### src/rtl/imem_access_controller.sv
// Arbitrates the single-port instruction memory between the loader/debug write
// port and the fetch stage, with boot sequencing and a bounded write-starvation guard.
module imem_access_controller #(
   parameter int WIDTH        = 32,
   parameter int DEPTH        = 16,
   parameter int STARVE_LIMIT = 4
) (
   input  logic                       clk,
   input  logic                       rst,
   input  logic                       ld_valid,
   input  logic [WIDTH-1:0]           ld_addr,
   input  logic [WIDTH-1:0]           ld_data,
   output logic                       ld_ready,
   input  logic                       ld_done,
   output logic                       boot_done,
   output logic                       ld_error,
   output logic [$clog2(DEPTH):0]     loaded_count,
   input  logic                       fetch_req,
   input  logic [WIDTH-1:0]           fetch_pc,
   output logic                       fetch_gnt,
   input  logic                       flush,
   output logic                       instr_valid,
   output logic [WIDTH-1:0]           instr_out,
   output logic                       fetch_fault,
   output logic [WIDTH-1:0]           mem_addr,
   output logic                       mem_we,
   output logic                       mem_fe,
   output logic [WIDTH-1:0]           mem_wdata,
   input  logic [WIDTH-1:0]           mem_rdata
);

   localparam int CNT_W = $clog2(DEPTH) + 1;
   localparam int SC_W  = $clog2(STARVE_LIMIT + 1);

   localparam logic [WIDTH-1:0] DEPTH_W    = WIDTH'(DEPTH);
   localparam logic [CNT_W-1:0] COUNT_MAX  = CNT_W'(DEPTH);
   localparam logic [SC_W-1:0]  STARVE_MAX = SC_W'(STARVE_LIMIT);

   localparam logic [0:0] ST_BOOT = 1'b0;
   localparam logic [0:0] ST_RUN  = 1'b1;

   logic [0:0]       state;
   logic             isRun;
   logic [SC_W-1:0]  starveCnt;
   logic [CNT_W-1:0] loadedCount;
   logic             ldError;
   logic             forceWr;
   logic             ldReadyC;
   logic             fetchGntC;
   logic             wrOk;
   logic             feOk;
   logic             vld_p1;
   logic             fault_p1;

   function automatic logic inRange(input logic [WIDTH-1:0] a);
      return a < DEPTH_W;
   endfunction

   function automatic logic [CNT_W-1:0] satInc(input logic [CNT_W-1:0] c);
      return (c >= COUNT_MAX) ? c : c + CNT_W'(1);
   endfunction

   assign isRun = (state == ST_RUN);

   // Grant decision: reset blocks every grant; BOOT serves only the loader;
   // RUN favours fetch until the starve counter forces the write through.
   always_comb begin
      forceWr   = 1'b0;
      ldReadyC  = 1'b0;
      fetchGntC = 1'b0;
      if (!rst) begin
         if (isRun) begin
            forceWr   = ld_valid && (starveCnt == STARVE_MAX);
            fetchGntC = fetch_req && !forceWr;
            ldReadyC  = (ld_valid && !fetch_req) || forceWr;
         end else begin
            ldReadyC  = ld_valid;
         end
      end
   end

   // Grants are mutually exclusive above, so mem_we and mem_fe can never overlap.
   always_comb begin
      wrOk      = ldReadyC && inRange(ld_addr);
      feOk      = fetchGntC && inRange(fetch_pc);
      mem_we    = wrOk;
      mem_fe    = feOk;
      mem_addr  = '0;
      mem_wdata = '0;
      if (wrOk) begin
         mem_addr  = ld_addr;
         mem_wdata = ld_data;
      end else if (feOk) begin
         mem_addr  = fetch_pc;
      end
   end

   always_ff @(posedge clk) begin
      if (rst) begin
         state       <= ST_BOOT;
         starveCnt   <= '0;
         loadedCount <= '0;
         ldError     <= 1'b0;
      end else begin
         if (ldReadyC && !inRange(ld_addr))
            ldError <= 1'b1;
         if (!isRun) begin
            if (wrOk)
               loadedCount <= satInc(loadedCount);
            if (ld_done)
               state <= ST_RUN;
         end
         if (!isRun || !ld_valid || ldReadyC)
            starveCnt <= '0;
         else if (fetch_req && (starveCnt != STARVE_MAX))
            starveCnt <= starveCnt + SC_W'(1);
      end
   end

   // Stage p0 -> p1: the memory returns read data one cycle after mem_fe.
   // A flush in the grant cycle kills that response.
   always_ff @(posedge clk) begin
      if (rst) begin
         vld_p1   <= 1'b0;
         fault_p1 <= 1'b0;
      end else begin
         vld_p1   <= fetchGntC && !flush;
         fault_p1 <= fetchGntC && !flush && !inRange(fetch_pc);
      end
   end

   assign ld_ready     = ldReadyC;
   assign fetch_gnt    = fetchGntC;
   assign boot_done    = isRun;
   assign ld_error     = ldError;
   assign loaded_count = loadedCount;
   assign instr_valid  = vld_p1;
   assign fetch_fault  = vld_p1 && fault_p1;
   assign instr_out    = fault_p1 ? '0 : mem_rdata;

endmodule

### config.mk
export PLATFORM = sky130hd
export DESIGN_NAME = imem_access_controller
export DESIGN_NICKNAME = d
export VERILOG_FILES = /design/src/rtl/imem_access_controller.sv
export SDC_FILE = /design/constraint.sdc
export NUM_CORES = 1
export LEC_CHECK = 0
export CORE_AREA = 2 2 93 95
export DETAILED_ROUTE_END_ITERATION = 7
export DIE_AREA = 0 0 95 97
export GPL_TIMING_DRIVEN = 0
export HOLD_SLACK_MARGIN = 0.12
export PLACE_DENSITY = 0.81
export SYNTH_ARGS = -nofsm -noshare
export SYNTH_HDL_FRONTEND = slang
export SYNTH_SLANG_ARGS = --single-unit
### constraint.sdc
create_clock -name clk -period 1.6 [get_ports clk]
set_clock_uncertainty 0.2 [all_clocks]
set_input_delay 0.16 -clock clk [delete_from_list [all_inputs] [get_ports clk]]
set_output_delay 0.16 -clock clk [all_outputs]
set_load 0.01 [all_outputs]
# --- After elaboration in Yosys (flattened, before gate mapping) ---
# Index checks and enable logic that the tools add are counted.
classes:
  n_reduce_logical: 22
  addsub: 2
  n_eq_ne: 2
  n_shift: 0
  div_mod_pow: 0
  n_lt_le_gt_ge: 3
  n_bitwise: 2
  mul: 0
  muxes: 10
op_table:
  columns: ["operator", "count"]
  rows:
  - ["$mux 32", 4]
  - ["$lt 32x5->1 const B", 2]
  - ["$logic_and 1x1->1", 10]
  - ["$logic_not 1->1", 7]
  - ["$mux 1", 6]
  - ["$add 5x1->5 const B", 1]
  - ["$ge 5x5->1 const B", 1]
  - ["$add 3x1->3 const B", 1]
  - ["$eq 3x3->1 const B", 1]
  - ["$logic_or 1x1->1", 3]
  - ["$ne 3x3->1 const B", 1]
  - ["$reduce_and 3->1", 1]
  - ["$not 1->1", 2]
  - ["$reduce_or 2->1", 1]
word_totals:
  ramBits: 0
  input_bits: 134
  out_inout_bits: 109
  ff_bits: 12
  romBits: 0
  latch_bits: 0
  elab_cells: 47
  memories: 0

# --- Depth between registers and ports, before layout ---
logic_depth:
  depth_word: 9
  ltp_mapped: 7
  mapped_depth_nobuf: 6

# --- Worst setup path after synthesis ---
# OpenSTA, ideal clock, no wires.
synth_timing:
  path_kind: "reg2out"
  from: "reg starveCnt[0]"
  to: "out mem_addr[0]"
  setup_slack_ns: -0.317
  arrival_ns: 1.557
  stages_incl_launch_ff: 6
  t_required_ns: 1.240
  cell_sequence: "dfxtp_1 inv_1 ha_1 a311o_1 nor3_2 a22o_1"
synth_via:
  elab_chain_cells: 9
synth_rtl:
  columns: ["element", "line", "text"]
  rows:
  - ["from (decl)", "44", "logic [SC_W-1:0] starveCnt;"]
  - ["from (signal assigned)", "116", "starveCnt <= starveCnt + SC_W'(1);"]
  - ["$eq 3x3->1", "73", "forceWr = ld_valid && (starveCnt == STARVE_MAX);"]
  - ["$logic_and 1x1->1", "73", null]
  - ["$logic_not 1->1", "74", "fetchGntC = fetch_req && !forceWr;"]
  - ["$logic_and 1x1->1", "74", null]
  - ["$mux 1", "72", "if (isRun) begin"]
  - ["$mux 1", "71", "if (!rst) begin"]
  - ["$logic_and 1x1->1", "85", "feOk = fetchGntC && inRange(fetch_pc);"]
  - ["net mem_fe", "27", "output logic mem_fe,"]
  - ["$mux 32", "93", "end else if (feOk) begin"]
  - ["$mux 32", "90", "if (wrOk) begin"]
  - ["to (decl)", "25", "output logic [WIDTH-1:0] mem_addr,"]
# The timed path passes the listed nets, and every way through them passes these cells.

# --- Final worst setup path ---
layout_timing:
  from: "in fetch_pc[22]"
  to: "out mem_addr[2]"
layout_via:
  elab_chain_cells: 4
layout_rtl:
  columns: ["element", "line", "text"]
  rows:
  - ["from (decl)", "19", "input logic [WIDTH-1:0] fetch_pc,"]
  - ["$lt 32x5->1", "56", "return a < DEPTH_W;"]
  - ["$logic_and 1x1->1", "85", null]
  - ["$mux 32", "93", null]
  - ["$mux 32", "90", null]
# No other way between the ends.

==> impl_metrics.csv <==
group,metric,value,unit
outcome,outcome,"finished with violations",
outcome,violations,"negative setup slack",
sta,setup_ws,-0.504,ns
clocking,cts-htree-levels,1,
logic_synthesis,avgSynthCellArea,7.75,sq um
power_and_ir_drop,ir_drop,0.248,mV
finish,num-nets-final,593,
power_and_ir_drop,p_per_area,294,nW/um^2
die,die_w,95,microns
logic_synthesis,synth-edff-count,0,
placement,dp_slack,-1.37,ns
logic_synthesis,synth_xor_area_frac,0.00611,
placement,numPlacedInstances,531,
logic_synthesis,synth_area,1430,sq um
die,die_y,97,microns
die,core-area,8130,sq um
finish,finalNonFillerCells,560,
route,avgViaCountPerCell,4.03,
logic_synthesis,synth_common_cells,"and2_1, nor2b_1, buf_4, dfxtp_1, nor4_1",
finish,finalCoreUtilization,0.536,
hold_path,hold_path_end,"fault_p1",
route,ant_nets,0,
sta,setup_viol,44,
sta,period_share,1.32,
logic_synthesis,yosysSeqAreaShare,0.168,
finish,fillers,757,
logic_synthesis,async_flop_share,0,
logic_synthesis,synth_area_leaders,"dfxtp_1, buf_4, and2_1",
placement,dp_hpwl,6700,microns
logic_synthesis,yosys.area.top_type,"dfxtp_1",
clocking,cts-root-buf,"clkbuf_8",
route,num_vias,2255,
logic_synthesis,netlist.area_leader.share,0.168,
logic_synthesis,synth_compound_area_frac,0.0925,
clocking,cts_tree,"done",
power_and_ir_drop,power.total,0.00128,W
worst_setup_path,r2r_start,"boot_done",
sta,slew_viol_final,0,
finish,drive_gt1_frac,0.418,
worst_setup_path,crit_required,1.24,ns
worst_setup_path,start_kind,"input pin",
worst_setup_path,regToRegSetupSlack,-0.14,ns
global_routing,grt_pass1_wl,11800,microns
hold_path,worstHoldStart,"fetch_pc[25]",
clocking,cts_buffers,3,
logic_synthesis,ys_ff_latch,12,
logic_synthesis,synth_cell_types,37,
route,drt-initial-drc-count,21,
hold_path,hold_path_depth,4,
worst_setup_path,slowest_stage,"clkdlybuf4s50_1",
logic_synthesis,ys.flop_type,"dfxtp_1",
route,wl_per_cell,15.2,microns
hold_path,min_path_type,"input pin to register",
worst_setup_path,max_stage_delay,0.45,ns
placement,numPortBuffers,214,
worst_setup_path,cp_max_fo,4,
worst_setup_path,end_kind,"primary output",
clocking,clockBufferDepth,2,
sta,period_needed,2.10,ns
die,num_rows,33,
clocking,ctsHoldBuffers,0,
logic_synthesis,yosys_warnings,0,
logic_synthesis,synth.area.mux_share,0,
placement,gp_congestion,0.783,
sta,fmax,475,MHz
route,first_pass_iters,4,
die,initial_core_util,0.176,
worst_setup_path,r2r_end,"loaded_count[3]",
finish,area_delta_synth_final,204,%
global_routing,grt_pass1_vias,2287,
finish,diodes,0,
sta,hold_viol,0,
finish,seqCellArea,251,sq um
run,maxCapViolCount,0,
global_routing,grt_max_degree,11,
finish,multi_input_area,1250,sq um
clocking,cts.sinks,12,
global_routing,grt_overflow,0,
logic_synthesis,synth_simple_gate_area_frac,0.505,
finish,post-route-cell-area,4360,sq um
global_routing,antenna_found_initial,0,
worst_setup_path,path_cells,"clkdlybuf4s50_1 > nor4_2 > nand4_1 > nor3_4 > buf_6 > a22o_1 > buf_2",
route,wirelength,8510,microns
logic_synthesis,synth_top_family_by_area,"simple AND/OR/NAND/NOR gates",
power_and_ir_drop,power.static_leakage,2.09,nW
clocking,clock_latency,0.24,ns
worst_setup_path,timing_worst_setup_path_type,"input pin to primary output",
die,io_pins,243,
logic_synthesis,synth_fa_ha_area_frac,0.0262,
die,die_area,9220,sq um
clocking,cts.clk_slew.worst_paths,0.06,ns
placement,postPlaceCellArea,3930,sq um
route,drc_errors,0,
logic_synthesis,syn-instance-count,185,
global_routing,grt.total_usage,0.160,
worst_setup_path,rr_worst_depth,5,
worst_setup_path,arrival,1.74,ns
sta,rsz0062_at_grt,"true",
==> area by class of cell <==
type | instances | area share
plain buffers | 35 | 0.0657
clock buffers | 4 | 0.0126
inverters | 7 | 0.00603
multi-input cells | 157 | 0.287
flip-flops and latches | 12 | 0.0577
well taps | 105 | 0.0301
repair buffers | 240 | 0.541
==> worst max-delay path, delay by kind of cell <==
family / cells / cell delay, ns
buffers and inverters: 3 / 0.73
and+or+nand+nor: 3 / 0.70
AOI/OAI and AO/OA: 1 / 0.15
==> logic make-up (layout without fill, tap and decap cells) <==
| family | after synthesis | after routing |
|---|---|---|
| AND/OR/NAND/NOR | 106 | 106 |
| AO/OA/AOI/OAI | 19 | 19 |
| other | 1 | 28 |
| buffers and inverters | 43 | 286 |
| adder cells (fa/ha/maj) | 3 | 3 |
| XOR/XNOR | 1 | 1 |
| flip-flops | 12 | 12 |
==> report_power, final <==
group / internal [W] / switching [W]
combinational: 0.000417 / 0.000218
clock: 0.000218 / 0.000121
sequential: 0.000303 / 0.00000417
total: 0.000937 / 0.000343
==> per-stage QoR <==
stage	TNS (ns)	hold WS (ns)
5_1_grt	-21.85	0.228
6_report	-16.94	0.197
3_5_place_dp	-55.95	0.233
2_1_floorplan	-2.87	0.0443
4_1_cts	-17.94	0.225
3_3_place_gp	-52.16	0.211
==> layer usage <==
layer | global-route usage | up-vias | part of all wire
li1 | - | 1108 | -
met1 | 0.169 | 1024 | 0.34
met2 | 0.316 | 115 | 0.56
met3 | 0.0428 | 8 | 0.088
met4 | 0.0178 | 0 | 0.011
met5 | 0 | - | 0
==> placed cells by master (no fill, tap or decap), drive strengths merged, types with 2 or more instances in the layout <==
cell           count
o21ai              3
conb              28
and2              33
dlygate4sd2       33
dfxtp             12
nor2               7
nor4              15
nand3              5
clkbuf            12
nor2b             33
buf              114
or3                2
a22o               5
nand2              2
inv                7
dlymetal6s2s      13
nand4              3
clkdlybuf4s15     10
a21oi              5
ha                 3
clkdlybuf4s50     97
==> sequential cells by signal, indices dropped and copies added, names as in the netlist <==
register and cells:
ld_error 1, instr_valid 1, loaded_count 5, starveCnt 3
boot_done 1, fault_p1 1
==> how the worst max path moves through the flow <==
stage	startpoint	end	slack (ns)	cells after the start
global route	ld_addr[13]	mem_wdata[15]	-0.62	9
floorplan	ld_addr[5]	mem_wdata[10]	-0.11	6
finish	fetch_pc[22]	mem_addr[2]	-0.50	7
detailed placement	ld_addr[30]	mem_wdata[5]	-1.37	8
CTS	starveCnt[1]	mem_addr[2]	-0.49	7
global placement	ld_addr[30]	mem_wdata[5]	-1.32	8
==> repair_timing <==
item / 4_1_cts / 5_1_grt
setup buffers: 19 / 7
gates resized for setup: 318 / 99
pin swaps: 17 / 35
setup endpoints to repair: 78 / 67
cloned: 3 / 0
No activity file was read; power rests on OpenSTA's default activity.
